<file path="src/rtl/dvp_frame_tx.sv">
// OV7670-style DVP camera-side transmitter: emits RGB565 test-pattern frames on p_clock/vsync/href/p_data.
// Optional back-to-back frame mode is enabled by defining DVP_TX_CONTINUOUS_EN (adds the continuous input).
module dvp_frame_tx #(
  parameter int H_ACTIVE    = 32,
  parameter int V_ACTIVE    = 32,
  parameter int H_BLANK     = 16,
  parameter int VSYNC_LINES = 3,
  parameter int VBP_LINES   = 2,
  parameter int VFP_LINES   = 2
) (
  input  logic       clk,
  input  logic       resetn,
  input  logic       start,
  input  logic [1:0] pattern_sel,
`ifdef DVP_TX_CONTINUOUS_EN
  input  logic       continuous,
`endif
  output logic       p_clock,
  output logic       vsync,
  output logic       href,
  output logic [7:0] p_data,
  output logic       busy,
  output logic       frame_done,
  output logic [7:0] frame_cnt
);

  localparam int LINE = 2 * H_ACTIVE + H_BLANK;
  localparam logic [15:0] VS_LAST  = 16'(VSYNC_LINES * LINE - 1);
  localparam logic [15:0] VBP_LAST = 16'((VBP_LINES > 0) ? VBP_LINES * LINE - 1 : 0);
  localparam logic [15:0] VFP_LAST = 16'((VFP_LINES > 0) ? VFP_LINES * LINE - 1 : 0);
  localparam logic [15:0] HB_LAST  = 16'(H_BLANK - 1);
  localparam logic [15:0] COL_LAST = 16'(H_ACTIVE - 1);
  localparam logic [15:0] ROW_END  = 16'(V_ACTIVE);

  typedef enum logic [2:0] {
    S_IDLE, S_VSYNC, S_VBP, S_ACTIVE, S_HBLANK, S_VFP, S_DONE
  } state_t;

  state_t      state, state_n;
  logic [15:0] cnt, cnt_n;
  logic [15:0] row, row_n;
  logic [15:0] col, col_n;
  logic        lo_byte, lo_byte_n;
  logic [1:0]  pat, pat_n;
  logic        start_pend, start_pend_n;
  logic        busy_n;
  logic [7:0]  frame_cnt_n;
  logic [15:0] pix_n;
  logic [7:0]  p_data_n;
  logic        tick;

  function automatic logic [15:0] pixel(input logic [1:0] sel, input logic [15:0] r,
                                        input logic [15:0] c);
    logic [15:0] px;
    case (sel)
      2'd0:    px = 16'hF800;
      2'd1:    px = c;
      2'd2:    px = (r[3] ^ c[3]) ? 16'hFFFF : 16'h0000;
      default: px = {r[7:0], c[7:0]};
    endcase
    return px;
  endfunction

  // Frame sequencing only advances on the p_clock falling edge so outputs are settled at its rising edge.
  assign tick = p_clock;

  always_comb begin
    state_n      = state;
    cnt_n        = cnt;
    row_n        = row;
    col_n        = col;
    lo_byte_n    = lo_byte;
    pat_n        = pat;
    start_pend_n = start_pend;
    busy_n       = busy;
    frame_cnt_n  = frame_cnt;

    if (state == S_IDLE && start) begin
      start_pend_n = 1'b1;
      busy_n       = 1'b1;
    end

    if (state == S_DONE) begin
      frame_cnt_n = frame_cnt + 8'd1;
      state_n     = S_IDLE;
      busy_n      = 1'b0;
`ifdef DVP_TX_CONTINUOUS_EN
      // Re-arm the request so the next tick re-enters VSYNC with a fresh pattern_sel.
      if (continuous) begin
        start_pend_n = 1'b1;
        busy_n       = 1'b1;
      end
`endif
    end else if (tick) begin
      case (state)
        S_IDLE: begin
          if (start_pend) begin
            start_pend_n = 1'b0;
            pat_n        = pattern_sel;
            state_n      = S_VSYNC;
            cnt_n        = 16'd0;
          end
        end
        S_VSYNC: begin
          if (cnt == VS_LAST) begin
            cnt_n     = 16'd0;
            row_n     = 16'd0;
            col_n     = 16'd0;
            lo_byte_n = 1'b0;
            state_n   = (VBP_LINES > 0) ? S_VBP : S_ACTIVE;
          end else begin
            cnt_n = cnt + 16'd1;
          end
        end
        S_VBP: begin
          if (cnt == VBP_LAST) begin
            cnt_n     = 16'd0;
            row_n     = 16'd0;
            col_n     = 16'd0;
            lo_byte_n = 1'b0;
            state_n   = S_ACTIVE;
          end else begin
            cnt_n = cnt + 16'd1;
          end
        end
        S_ACTIVE: begin
          lo_byte_n = ~lo_byte;
          if (lo_byte) begin
            if (col == COL_LAST) begin
              col_n   = 16'd0;
              cnt_n   = 16'd0;
              state_n = S_HBLANK;
            end else begin
              col_n = col + 16'd1;
            end
          end
        end
        S_HBLANK: begin
          if (cnt == HB_LAST) begin
            cnt_n     = 16'd0;
            row_n     = row + 16'd1;
            col_n     = 16'd0;
            lo_byte_n = 1'b0;
            if (row_n < ROW_END) state_n = S_ACTIVE;
            else                 state_n = (VFP_LINES > 0) ? S_VFP : S_DONE;
          end else begin
            cnt_n = cnt + 16'd1;
          end
        end
        S_VFP: begin
          if (cnt == VFP_LAST) begin
            cnt_n   = 16'd0;
            state_n = S_DONE;
          end else begin
            cnt_n = cnt + 16'd1;
          end
        end
        default: state_n = S_IDLE;
      endcase
    end

    pix_n    = pixel(pat_n, row_n, col_n);
    p_data_n = 8'd0;
    if (state_n == S_ACTIVE) p_data_n = lo_byte_n ? pix_n[7:0] : pix_n[15:8];
  end

  // Pin outputs are registered from the next state so they change together with it.
  always_ff @(posedge clk or negedge resetn) begin
    if (!resetn) begin
      p_clock    <= 1'b0;
      state      <= S_IDLE;
      cnt        <= 16'd0;
      row        <= 16'd0;
      col        <= 16'd0;
      lo_byte    <= 1'b0;
      pat        <= 2'd0;
      start_pend <= 1'b0;
      busy       <= 1'b0;
      frame_cnt  <= 8'd0;
      frame_done <= 1'b0;
      vsync      <= 1'b0;
      href       <= 1'b0;
      p_data     <= 8'd0;
    end else begin
      p_clock    <= ~p_clock;
      state      <= state_n;
      cnt        <= cnt_n;
      row        <= row_n;
      col        <= col_n;
      lo_byte    <= lo_byte_n;
      pat        <= pat_n;
      start_pend <= start_pend_n;
      busy       <= busy_n;
      frame_cnt  <= frame_cnt_n;
      frame_done <= (state_n == S_DONE);
      vsync      <= (state_n == S_VSYNC);
      href       <= (state_n == S_ACTIVE);
      p_data     <= p_data_n;
    end
  end

endmodule

</file>
<file path="config.mk">
export PLATFORM = sky130hd
export DESIGN_NAME = dvp_frame_tx
export DESIGN_NICKNAME = d
export VERILOG_FILES = /design/src/rtl/dvp_frame_tx.sv
export SDC_FILE = /design/constraint.sdc
export NUM_CORES = 1
export LEC_CHECK = 0
export CAP_MARGIN = 20
export CORE_ASPECT_RATIO = 0.75
export CORE_MARGIN = 1
export CORE_UTILIZATION = 60
export DETAILED_ROUTE_END_ITERATION = 16
export GPL_ROUTABILITY_DRIVEN = 0
export GPL_TIMING_DRIVEN = 0
export PLACE_DENSITY = 0.8
export REMOVE_ABC_BUFFERS = 1
export SLEW_MARGIN = 30
export SYNTH_ARGS = -nofsm -noshare
export SYNTH_HDL_FRONTEND = slang
export SYNTH_SLANG_ARGS = --single-unit
</file>
<file path="constraint.sdc">
create_clock -name clk -period 3.6 [get_ports clk]
set_clock_uncertainty 0.2 [all_clocks]
set_input_delay 1.08 -clock clk [delete_from_list [all_inputs] [get_ports clk]]
set_output_delay 1.08 -clock clk [all_outputs]
set_load 0.01 [all_outputs]
</file>
==> results.tsv, run 1 <==
stage	metric	value	unit
sta	finalSetupViolCount	0	
floorplan	rows	27	
finish	nets	554	
worst_hold_path	min_path_type	reg -> reg	
finish	area_growth	10.7	%
cts	clk_path_buf_depth	2	
cts	clk_latency	0.35	ns
sta	slew_headroom	47.5	%
synthesis	synth_top_area_share	40.3	%
worst_setup_path	slowest_delay	0.61	ns
sta	hold_viol_final	0	
floorplan	initial_core_util	63.2	%
floorplan	core_area	7470	um2
synthesis	yosys_warnings	0	
run_status	outcome	completed	
pwr	power_density	403	nW/um2
floorplan	die-area	8230	um2
finish	drive_above_1_share	9.09	%
cts	cts.sinks	76	
grt	grt_overflow	0	
grt	grt_pass1_wl	20.2	mm
detailed_routing	post_drt_wl_per_cell	18.5	um
synthesis	synth-main-ff-cell	dfrtp_1	
worst_setup_path	required	3.66	ns
flow_run	cap_violations	0	
sta	setup_tns	0	ns
cts	cts_inserted_buffers	9	
sta	final.min_clock_period	3.39	ns
worst_setup_path	crit_type	reg -> reg	
placement	dpl.hpwl	8.46	mm
pwr	p_leak	2.04	nW
synthesis	synth_top_area_cell	dfrtp_1	
synthesis	synth.distinct_cells	77	
worst_setup_path	critPathArrivalTime	3.45	ns
floorplan	fp.dieH	78.8	um
synthesis	syn_avg_cell_area	8.84	um2
synthesis	synth-seq-cells	76	
grt	grt_use_total	30.8	%
worst_setup_path	startpoint_type	register	
synthesis	synth.area.top_cells	dfrtp_1 40%, nand2_1 4.5%, o21ai_0 3.9%	
floorplan	die_w	104	um
cts	cts_root_buffer	clkbuf_8	
cts	clk_pin_slew	0.08	ns
floorplan	ios	26	
grt	grt_pass1_vias	4154	
placement	numPortBuffers	25	
synthesis	yosysMostFrequentCell	dfrtp_1	
detailed_routing	ant_nets	0	
worst_setup_path	crit_chain	nor3_1, nand3_1, mux2i_4, clkinv_1, a311oi_1, o21ai_1, a31oi_1	
detailed_routing	vias_per_cell	6.83	
worst_setup_path	cp_max_fo	22	
cts	h-tree-depth	3	
synthesis	synth_area	4720	um2
detailed_routing	drt_iter0_drc	414	
pwr	peakVddDrop	0.191	mV
finish	num_antenna_cells	0	
synthesis	synth_edf_count	0	
detailed_routing	drc	0	
sta	drv_slew	0	
finish	filler_cell_count	589	
detailed_routing	drt_first_pass_iters	6	
synthesis	async_flop_share	100	%
finish	utilization	70.0	%
worst_setup_path	crit_path_top_delay_cell	dfrtp_1	
sta	period_share	94.0	%
detailed_routing	num_vias	4448	
worst_setup_path	critPathCaptureType	register	
synthesis	ys_seq_area_share	40.3	%
cts	cts_tree	built	
sta	rsz0062_at_grt	no	
detailed_routing	drt_wl_total	12.0	mm
sta	fmax	0.295	GHz
sta	worst_pin_slew	0.777	ns
cts	hold_buffers	0	
synthesis	synth_commonest_cells	76 x dfrtp_1, 56 x nand2_1, 40 x nor2_1	
grt	grt_max_degree	41	
grt	antenna_found_initial	1	
synthesis	synth_cells	534	
[timing repair]
action,CTS,global route
gates resized for setup,2,6
setup endpoints to repair,3,8
setup buffers,0,0
endpoints found under the hold margin,0,0
[stage by stage]
step	hold slack, ns	instances	instance area (um2)	setup WS, ns	power, mW
CTS	0.287	651	5200	0.00393	2.09
detailed placement	0.273	635	5000	-0.342	1.44
floorplan	0.296	508	4600	0.691	1.30
finish	0.283	651	5230	0.214	2.11
global route	0.305	651	5230	0.00700	2.20
global placement	0.261	634	4980	-1.38	1.42
[power by group]
part	internal (mW)	total, mW	switching, mW
clock network	0.318	0.646	0.328
logic	0.160	0.485	0.325
registers	0.904	0.975	0.0703
total	1.38	2.11	0.724
[area by class of cell]
class,instances,area (um2),share of cell area [%]
Multi-Input combinational cell,419,2690,51.5
Timing Repair Buffer,26,268,5.12
Clock buffer,9,124,2.37
Clock inverter,7,67.6,1.29
Sequential cell,76,1900,36.4
Tap cell,101,126,2.42
Inverter,13,48.8,0.934
[cells in the final DEF (no fill, tap or decap), drive strengths merged, types with 5 or more instances in the layout]
cell	count
a211oi	7
a21boi	5
a21oi	19
a31oi	18
and3	9
and4	6
clkbuf	9
clkdlybuf4s50	24
clkinv	7
dfrtp	76
inv	12
mux2i	5
nand2	56
nand2b	10
nand3	36
nand4	13
nor2	41
nor3	19
nor4	10
o211ai	5
o21ai	47
o31ai	21
or2	5
xnor2	9
[cell families after synthesis]
| logic type | synth area share, % |
|---|---|
| flops | 40.3 |
| simple gates | 27.4 |
| fa+ha+maj | 1.06 |
| buf+inv | 3.55 |
| compound gates | 24.0 |
| xor+xnor | 2.57 |
| mux | 1.06 |
[state kept, by name, indices dropped and copies added (netlist names)]
register and flops:
cnt 16, col 16, row 16, frame_cnt 8
p_data 8, state 3, pat 2, busy 1
frame_done 1, href 1, lo_byte 1, p_clock 1
start_pend 1, vsync 1
[path summary, 6_finish.rpt]
check | start | end | slack, ns | cells after the start
setup / recovery | state[0] | p_data[2] | 0.21 | 7
hold / removal | frame_cnt[7] | frame_cnt[7] | 0.28 | 1
setup reg to reg | state[0] | p_data[2] | 0.21 | 7
hold reg to reg | frame_cnt[7] | frame_cnt[7] | 0.28 | 1
max in group asynchronous | resetn | row[7] | 2.13 | 2
min in group asynchronous | resetn | frame_cnt[2] | 0.49 | 1
[per-layer routing]
layer	GRT usage [%]	share of wire, %	wire [um]
met5	0	0.11	13
met4	9.14	1.7	207
met1	44.1	45	5400
met3	8.95	10	1220
met2	45.4	43	5200
[critical path, delay by kind of cell, from the launching register on]
kind,cells,cell delay (ns)
and+or+nand+nor,2,0.69
buffers and inverters,1,0.42
muxes,1,0.48
AOI/OAI and AO/OA,3,0.89
DFF,1,0.61
Note: power is estimated with default switching activity, not from simulation.
==> run 2: changes to the inputs <==
Settings changed: CAP_MARGIN 20 to 0.
==> results of run 2 <==
Same layout as run 1: the final DEF is identical, and so are final timing and power.
